$ cat config.mk
export PLATFORM = sky130hd
export DESIGN_NAME = irrigation_display_scanner
export DESIGN_NICKNAME = d
export VERILOG_FILES = /design/src/rtl/irrigation_display_scanner.sv
export SDC_FILE = /design/constraint.sdc
export NUM_CORES = 1
export LEC_CHECK = 0
export BUFFER_PORTS_ARGS = -buffer_cell sky130_fd_sc_hd__buf_2
export CORE_MARGIN = 4
export CORE_UTILIZATION = 55
export CTS_CLUSTER_DIAMETER = 50
export DETAILED_ROUTE_END_ITERATION = 10
export PLACE_DENSITY = 0.86
export SYNTH_ARGS = -nofsm -noshare
export SYNTH_HDL_FRONTEND = slang
export SYNTH_SLANG_ARGS = --single-unit
$ cat constraint.sdc
create_clock -name clk -period 2.06 [get_ports clk]
set_clock_uncertainty 0.05 [all_clocks]
set_input_delay 0.412 -clock clk [delete_from_list [all_inputs] [get_ports clk]]
set_output_delay 0.412 -clock clk [all_outputs]
set_load 0.05 [all_outputs]
$ cat src/rtl/irrigation_display_scanner.sv
// rtl/irrigation_display_scanner.sv - sensor snapshot, glyph decode and multiplexed 7-segment scan with error blink
module irrigation_display_scanner #(
  parameter int NUM_DIGITS   = 4,
  parameter int SCAN_DIV     = 1000,
  parameter int BLINK_FRAMES = 25
) (
  input  logic                  clk,
  input  logic                  rst_n,
  input  logic                  update,
  input  logic                  level_h,
  input  logic                  level_m,
  input  logic                  level_l,
  input  logic                  mode_asp,
  input  logic                  mode_gt,
  output logic [6:0]            seg,
  output logic [NUM_DIGITS-1:0] dig_sel,
  output logic                  err,
  output logic                  frame_tick
);

  localparam int IDX_W = (NUM_DIGITS > 1) ? $clog2(NUM_DIGITS) : 1;
  localparam int CNT_W = (SCAN_DIV > 1) ? $clog2(SCAN_DIV) : 1;
  localparam int BLK_W = (BLINK_FRAMES > 1) ? $clog2(BLINK_FRAMES) : 1;

  // Glyphs are active-low {g,f,e,d,c,b,a}
  localparam logic [6:0] GLYPH_0     = 7'b1000000;
  localparam logic [6:0] GLYPH_1     = 7'b1111001;
  localparam logic [6:0] GLYPH_2     = 7'b0100100;
  localparam logic [6:0] GLYPH_3     = 7'b0110000;
  localparam logic [6:0] GLYPH_A     = 7'b0001000;
  localparam logic [6:0] GLYPH_D     = 7'b0100001;
  localparam logic [6:0] GLYPH_DASH  = 7'b0111111;
  localparam logic [6:0] GLYPH_E     = 7'b0000110;
  localparam logic [6:0] GLYPH_R     = 7'b0101111;
  localparam logic [6:0] GLYPH_BLANK = 7'b1111111;

  logic [4:0]       snap;          // {h, m, l, asp, gt}
  logic             levelBad;
  logic             modeBad;
  logic [6:0]       levelGlyph;
  logic [6:0]       modeGlyph;
  logic [6:0]       levelGlyphQ;
  logic [6:0]       modeGlyphQ;
  logic [CNT_W-1:0] scanCnt;
  logic [IDX_W-1:0] digIdx;
  logic             lastSlot;
  logic             lastDigit;
  logic [BLK_W-1:0] blinkCnt;
  logic             blinkOff;
  logic [6:0]       digitGlyph;

  assign lastSlot  = (scanCnt == CNT_W'(SCAN_DIV - 1));
  assign lastDigit = (digIdx == IDX_W'(NUM_DIGITS - 1));

  // Latch the sensor and mode inputs only on the update strobe
  always_ff @(posedge clk or negedge rst_n) begin
    if (!rst_n) begin
      snap <= '0;
    end else if (update) begin
      snap <= {level_h, level_m, level_l, mode_asp, mode_gt};
    end
  end

  // Decode the snapshot into level/mode glyphs and their validity
  always_comb begin
    levelBad   = 1'b0;
    modeBad    = 1'b0;
    levelGlyph = GLYPH_BLANK;
    modeGlyph  = GLYPH_BLANK;
    case (snap[4:2])
      3'b111:  levelGlyph = GLYPH_3;
      3'b011:  levelGlyph = GLYPH_2;
      3'b001:  levelGlyph = GLYPH_1;
      3'b000:  levelGlyph = GLYPH_0;
      default: levelBad   = 1'b1;
    endcase
    case (snap[1:0])
      2'b10:   modeGlyph = GLYPH_A;
      2'b01:   modeGlyph = GLYPH_D;
      2'b00:   modeGlyph = GLYPH_DASH;
      default: modeBad   = 1'b1;
    endcase
  end

  // Register decode results; reset values match an all-zero snapshot
  always_ff @(posedge clk or negedge rst_n) begin
    if (!rst_n) begin
      err         <= 1'b0;
      levelGlyphQ <= GLYPH_0;
      modeGlyphQ  <= GLYPH_DASH;
    end else begin
      err         <= levelBad | modeBad;
      levelGlyphQ <= levelGlyph;
      modeGlyphQ  <= modeGlyph;
    end
  end

  // Scan counter and digit index; flag the cycle the index wraps to 0
  always_ff @(posedge clk or negedge rst_n) begin
    if (!rst_n) begin
      scanCnt    <= '0;
      digIdx     <= '0;
      frame_tick <= 1'b0;
    end else begin
      frame_tick <= lastSlot & lastDigit;
      if (lastSlot) begin
        scanCnt <= '0;
        digIdx  <= lastDigit ? '0 : digIdx + IDX_W'(1);
      end else begin
        scanCnt <= scanCnt + CNT_W'(1);
      end
    end
  end

  // Blink phase: counts frames only while in error, restarts ON otherwise
  always_ff @(posedge clk or negedge rst_n) begin
    if (!rst_n) begin
      blinkCnt <= '0;
      blinkOff <= 1'b0;
    end else if (!err) begin
      blinkCnt <= '0;
      blinkOff <= 1'b0;
    end else if (frame_tick) begin
      if (blinkCnt == BLK_W'(BLINK_FRAMES - 1)) begin
        blinkCnt <= '0;
        blinkOff <= ~blinkOff;
      end else begin
        blinkCnt <= blinkCnt + BLK_W'(1);
      end
    end
  end

  // Select the glyph for the current digit; error OFF phase forces blank
  always_comb begin
    digitGlyph = GLYPH_BLANK;
    if (digIdx == IDX_W'(0)) begin
      digitGlyph = err ? GLYPH_E : levelGlyphQ;
    end else if (digIdx == IDX_W'(1)) begin
      digitGlyph = err ? GLYPH_R : modeGlyphQ;
    end
    if (err && blinkOff) begin
      digitGlyph = GLYPH_BLANK;
    end
  end

  // Registered display outputs: exactly one active-low digit enable
  always_ff @(posedge clk or negedge rst_n) begin
    if (!rst_n) begin
      seg     <= GLYPH_BLANK;
      dig_sel <= '1;
    end else begin
      seg     <= digitGlyph;
      dig_sel <= ~(NUM_DIGITS'(1) << digIdx);
    end
  end

endmodule

; ---- Yosys cells after proc, flatten, opt, wreduce, memory -nomap -nowiden
; Cells that the tools add are included.
[op_classes]
n_addsub = 3
eq_ne = 11
shift = 1
mux = 17
n_bitwise = 4
reduce_logical = 7
[ops]
columns = op, n
row1 = two-way mux 7 bit, 5
row2 = one-hot mux 7 bit (4 select lines), 1
row3 = one-hot mux 7 bit (3 select lines), 1
row4 = two-way mux 5 bit, 3
row5 = adder 10 x 1 -> 10 bit (second input constant), 1
row6 = equality test 10 bit (second input constant), 1
row7 = two-way mux 10 bit, 1
row8 = adder 5 x 1 -> 5 bit (second input constant), 1
row9 = equality test 5 bit (second input constant), 1
row10 = two-way mux 1 bit, 5
row11 = equality test 2 x 1 -> 1 bit (second input constant), 2
row12 = equality test 2 bit (second input constant), 2
row13 = logical NOT 2 bit, 2
row14 = != test 2 x 1 -> 1 bit (second input constant), 2
row15 = NOT 4 bit, 1
row16 = OR reduction 4 bit, 1
row17 = << shifter 1 x 2 -> 4 bit (first input constant), 1
row18 = equality test 3 x 1 -> 1 bit (second input constant), 1
row19 = equality test 3 x 2 -> 1 bit (second input constant), 1
row20 = equality test 3 bit (second input constant), 1
row21 = logical NOT 3 bit, 1
row22 = OR reduction 3 bit, 1
row23 = adder 2 x 1 -> 2 bit (second input constant), 1
row24 = two-way mux 2 bit, 1
row25 = 5 further kinds, 5
[totals]
ff_bits = 50
input_bits = 8
word_cells = 54

; ---- Depth between registers and ports, before layout
; Gate-level depths: netlist of the first run.
[logic_depth]
depth_word = 4
ltp_mapped = 5

; ---- Worst setup path before layout of the first run
; OpenSTA, ideal clock, no wires.
[synth_path]
kind = flip-flop to flip-flop
start = register scanCnt[0]
end = register digIdx[0]
arrival_ns = 1.502
slack_ns = 0.383
path_stages_with_launch = 5
path_buffers = 0
synth_period_minus_slack_ns = 1.677
path_cell_list = dfrtp_1 ha_1 nand4_4 nor4_4 mux2_2
[synth_between]
elab_chain_len = 1
[synth_rtl]
columns = item, line
row1 = from (decl), 44  ; logic [CNT_W-1:0] scanCnt;
row2 = from (signal assigned), 110  ; scanCnt <= scanCnt + CNT_W'(1);
row3 = equality test 10 bit, 52  ; assign lastSlot = (scanCnt == CNT_W'(SCAN_DIV - 1));
row4 = to (signal assigned), 108  ; digIdx <= lastDigit ? '0 : digIdx + IDX_W'(1);
row5 = to (decl), 45  ; logic [IDX_W-1:0] digIdx;
; No other way between the ends.
; A chain may end at the register's enable or synchronous reset.

; ---- Worst setup path in the final report of the first run
; Ends and elaborated chain as after synthesis.

==> flow_metrics.tcl, run 1 <==
set metrics [dict create \
    outcome "complete, no violations" \
    rows 21 \
    worstPathRequired_ns 2.19 \
    grt_overflow 0 \
    place_ws_ns 0.270 \
    ys_types 41 \
    gp_congestion 0.813 \
    hold_buffers 0 \
    area_growth_pct 12.7 \
    die_y_um 68.5 \
    grt_util_all_layers_pct 16.8 \
    ioPinCount 21 \
    fillers 260 \
    grt_pass1_wl_um 5710 \
    grt_pass1_vias 1313 \
    hold_class "input port to async pin" \
    maxCapViolations 0 \
    timing.final.ws_setup_ns 0.242 \
    clkLatencyLatePin_ns 0.29 \
    numCtsBuffers 5 \
    port_buffers 20 \
    yosys_warnings 0 \
    post_drt_via_cell_ratio 5.35 \
    core_area_um2 3440 \
    end_kind "flop" \
    layout.cells.most_common "dfrtp_1" \
    worstMarginPinSlew_ns 0.452 \
    finalCritPeriodShare_pct 88.3 \
    die_w_um 68.5 \
    finalWirelength_um 3250 \
    initial_core_util_pct 58.6 \
    wl_per_cell_um 13.1 \
    utilization_pct 66.0 \
    finalHoldViolCount 0 \
    cp.arrival_ns 1.95 \
    ys_ff_latch 46 \
    cts_sinks 46 \
    die_area_um2 4700 \
    cts_resized 0 \
    drv_slew 0 \
    synth-edff-count 0 \
    p_per_area_nw_per_um2 770 \
    synth_area_um2 2020 \
    setup_viol 0 \
    dp_hpwl_um 2450 \
    clkTransAtPathRegs_ns 0.08 \
    drcViolationCount 0 \
    drt_pre_antenna_iters 4 \
    cts.path.max_buffers 2 \
    drive_above_1_share_pct 30.2 \
    final_cell_mix "dfrtp_1, buf_2, inv_1, dfstp_2, o21ai_0" \
    root_buffer "clkbuf_8" \
    ir_drop_v 0.000474 \
    synth_top_area_share_pct 38.5 \
    p_leak_nw 0.983 \
    startpoint_type "flop" \
    setup_tns_ns 0 \
    grt_max_degree 28 \
    relSlewSlack_pct 69.8 \
    yosys-top-cells-area "dfrtp_1, dfstp_2, ha_1" \
    vias 1328 \
    insertedDiodeCount 0 \
    max_freq_ghz 0.550 \
    first_iter_violations 62 \
    async_flop_share_pct 100 \
    synth_nets 194 \
    ant_nets 0 \
    antenna_found_initial 0 \
    htree_levels 2 \
    final_nets 219 \
    cts_setup_buffers 0 \
    period_minus_slack_ns 1.82 \
    path_max_fanout 6 \
    syn_avg_cell_area_um2 11.5 \
    yosysTopAreaCell "dfrtp_1" \
    synth_seq_area_share_pct 58.0 \
    rsz0062_at_grt "false" \
    synth_flop_cell "dfrtp_1" \
    crit_type "flop to flop" \
    cts_tree "built" \
    syn_inst 176 \
]
metal layers:
layer	track usage, %	wire, um	vias up
met1	20.3	1410	639
met4	8.93	75	0
met2	27.9	1630	27
met5	0	0	-
met3	3.89	136	9
li1	-	-	653
where the power goes:
part | total, mW | switching, mW | leakage, nW | internal, mW
combinational | 0.212 | 0.157 | 0.390 | 0.0554
sequential | 1.01 | 0.0254 | 0.545 | 0.980
clock | 0.532 | 0.293 | 0.0484 | 0.239
registers in the layout, indices dropped and copies added (netlist names):
signal,cells
blinkCnt,5
snap,5
levelGlyphQ,6
dig_sel,4
blinkOff,1
frame_tick,1
scanCnt,10
modeGlyphQ,4
digIdx,2
err,1
seg,7
through the flow:
| step | total power [mW] | instances | instance area, um^2 | hold slack, ns |
|---|---|---|---|---|
| 3_5_place_dp | 1.24 | 240 | 2180 | 0.338 |
| 6_report | 1.75 | 248 | 2270 | 0.00169 |
| 3_3_place_gp | 1.23 | 240 | 2180 | 0.333 |
| 5_1_grt | 1.83 | 248 | 2270 | 0.0347 |
| 2_1_floorplan | 1.17 | 176 | 2020 | 0.0664 |
| 4_1_cts | 1.77 | 248 | 2270 | 0.0126 |
layout make-up:
class	count	area, um^2	share of cell area (%)
Tap cell	46	57.6	2.53
Sequential cell	46	1170	51.5
Timing Repair Buffer	22	128	5.62
Multi-Input combinational cell	110	768	33.8
Clock buffer	5	68.8	3.03
Inverter	16	60.1	2.64
Clock inverter	3	20.0	0.881
Yosys cell counts (all sizes together), types with 3 or more instances:
library cell  instances
nor2                 12
a21oi                12
or3                   4
nand2b                3
inv                  16
ha                   10
mux2                  5
mux2i                 3
dfstp                15
dfrtp                31
o21ai                14
nor3                  4
nand2                10
nand3                 6
and2                  3
cells by family (layout without fill, tap and decap cells):
kind of cell / count (synthesis) / count (layout) / synth area share, %
buf+inv: 20 / 46 / 3.85
compound gates: 38 / 38 / 11.7
simple gates: 51 / 51 / 14.7
mux: 8 / 8 / 4.28
fa+ha+maj: 10 / 10 / 6.21
flops: 46 / 46 / 58.0
xor+xnor: 3 / 3 / 1.30
path summary, 6_finish.rpt:
check                           start             end  slack, ns  depth (start not counted)
max                        scanCnt[0]       digIdx[0]       0.24                          4
min                             rst_n        blinkOff      0.002                          1
max reg2reg                scanCnt[0]       digIdx[0]       0.24                          4
min reg2reg                scanCnt[0]      scanCnt[0]       0.43                          1
max in group asynchronous       rst_n  levelGlyphQ[6]       1.39                          2
min in group clk             mode_asp         snap[1]       0.27                          3
critical path, stage by stage, from the launching register on:
cell     delay (ns)
dfrtp_1        0.39
ha_1           0.31
nand4_4        0.18
nor4_4         0.39
mux2_2         0.38
Note: power is estimated with default switching activity, not from simulation.
==> run 2, diff against run 1 <==
ABC_AREA = 1   (was unset)
CAP_MARGIN = 20   (was unset)
==> run 2 against run 1 <==
Effect of this change: cell count up 19%; register-to-register slack better by 0.46 ns; sequential power up 5%; synthesized cell count up 26%; clock power up 18%; non-clock buffer count down 1; largest cell class unchanged.
==> flow_metrics.tcl, run 2 <==
set metrics [dict create \
    outcome "complete, no violations" \
    dp_cells 286 \
    critical_path_buf_inv_count 1 \
    finalHoldViolCount 0 \
    utilization_pct 66.7 \
    period_minus_slack_ns 1.60 \
    synth_area_um2 2040 \
    final_cells 294 \
    finalCritPeriodShare_pct 77.9 \
    die_w_um 68.9 \
    worstMarginPinSlew_ns 0.489 \
    cp.arrival_ns 1.14 \
    largest-register "scanCnt" \
    end_kind "output port" \
    grt_util_all_layers_pct 16.7 \
    hold_buffers 0 \
    crit_slowest_cell "dfrtp_1" \
    rsz0062_at_grt "false" \
    r2r_end "digIdx[1]" \
    setup.worst_path.end "err" \
    htree_levels 2 \
    r2r_start "scanCnt[0]" \
    drcViolationCount 0 \
    post_drt_via_cell_ratio 5.05 \
    top_regs "scanCnt x10, seg x7, levelGlyphQ x6" \
    gp_congestion 0.883 \
    die_y_um 68.9 \
    synth_nets 240 \
    async_flop_share_pct 100 \
    whs_ns 0.0100 \
    initial_core_util_pct 58.8 \
    layout.cells.most_common "nand2_1" \
    ys_ff_latch 46 \
    cts.path.max_buffers 2 \
    yosysMostFrequentCell "nand2_1" \
    synth_flop_cell "dfrtp_1" \
    r2r_slack_ns 0.70 \
    setup_tns_ns 0 \
    antenna_found_initial 0 \
    clkLatencyLatePin_ns 0.30 \
    yosysTopAreaCell "dfrtp_1" \
    cts_setup_buffers 0 \
    grt_overflow 0 \
    first_iter_violations 103 \
    place_area_um2 2210 \
    cts_tree "built" \
    hold_class "input port to async pin" \
    vias 1486 \
    ioPinCount 21 \
    cts_resized 0 \
    grt_pass1_vias 1393 \
    max_freq_ghz 0.624 \
    largest_reg_flops 10 \
    final_area_um2 2310 \
    drive_above_1_share_pct 21.0 \
    synth-edff-count 0 \
    grt_pass1_wl_um 5820 \
    synth_top_area_share_pct 38.0 \
    fillers 269 \
    synth_commonest_cells "nand2_1, inv_1, dfrtp_1" \
    synth_seq_area_share_pct 57.3 \
    ir_drop_v 0.000377 \
    crit_family "flip-flops" \
    root_buffer "clkbuf_8" \
    p_leak_nw 1.18 \
    syn_avg_cell_area_um2 9.19 \
    dp_hpwl_um 2580 \
    drv_slew 0 \
    port_buffers 20 \
    p_per_area_nw_per_um2 886 \
    ys_types 26 \
    crit_cells 1 \
    final_cell_mix "nand2_1, inv_1, dfrtp_1, nor2_1, buf_2" \
    grt_max_degree 25 \
    rows 21 \
    crit_type "flop to output port" \
    maxCapViolations 0 \
    worstPathRequired_ns 1.60 \
    finalWirelength_um 3380 \
    die_area_um2 4750 \
    cts_sinks 46 \
    wl_per_cell_um 11.5 \
    yosys_warnings 0 \
    drt_pre_antenna_iters 4 \
    path_cells "buf_2" \
    final_nets 265 \
    insertedDiodeCount 0 \
    relSlewSlack_pct 67.4 \
    numCtsBuffers 5 \
    setup_viol 0 \
    yosys-top-cells-area "dfrtp_1, dfstp_2, nand2_1" \
    core_area_um2 3470 \
    clkTransAtPathRegs_ns 0.09 \
    rr_worst_depth 7 \
    area_growth_pct 13.4 \
    critical_path.startpoint "err" \
    syn_inst 222 \
    slowest_delay_ns 0.52 \
    path_max_fanout 10 \
    ant_nets 0 \
    startpoint_type "flop" \
]
[run 2: report_power, final]
part,switching [mW],internal [mW]
Sequential,0.0382,1.02
Combinational,0.273,0.0838
Clock,0.315,0.315
Total,0.627,1.42
[run 2: worst min-delay path by stage]
stage / endpoint / slack, ns
6_report: scanCnt[9] / 0.01
2_1_floorplan: blinkCnt[0] / 0.07
4_1_cts: scanCnt[9] / 0.02
3_3_place_gp: scanCnt[9] / 0.35
5_1_grt: scanCnt[8] / 0.05
3_5_place_dp: scanCnt[9] / 0.35
[run 2: cell type report]
type / instances / area (um^2) / area share [%]
clock buffer: 6 / 93.8 / 4.06
clock inverter: 2 / 13.8 / 0.595
inverter: 39 / 148 / 6.38
multi-input combinational: 134 / 711 / 30.7
sequential: 46 / 1170 / 50.6
tap: 46 / 57.6 / 2.49
timing repair buffer: 21 / 120 / 5.19
[run 2: layer usage]
layer	vias to the layer above	share of wire (%)	global-route usage, %
met4	0	2.4	7.54
met5	-	0	0
li1	740	-	-
met1	693	41	19.3
met2	44	49	28.8
met3	9	7.0	4.70
[run 2: stage by stage]
stage / worst slack [ns] / total power [mW]
floorplan: 0.669 / 1.35
global placement: 0.785 / 1.42
detailed placement: 0.737 / 1.44
CTS: 0.445 / 2.06
global route: 0.402 / 2.13
finish: 0.456 / 2.05
[run 2: kinds of logic after synthesis]
| group | after synthesis | share of synthesized area (%) |
|---|---|---|
| AOI/OAI and AO/OA | 26 | 6.87 |
| xor gates and xnor gates | 4 | 1.72 |
| adders and majority gates | 10 | 6.13 |
| buffers and inverters | 42 | 7.85 |
| DFF | 46 | 57.3 |
| and+or+nand+nor | 94 | 20.1 |
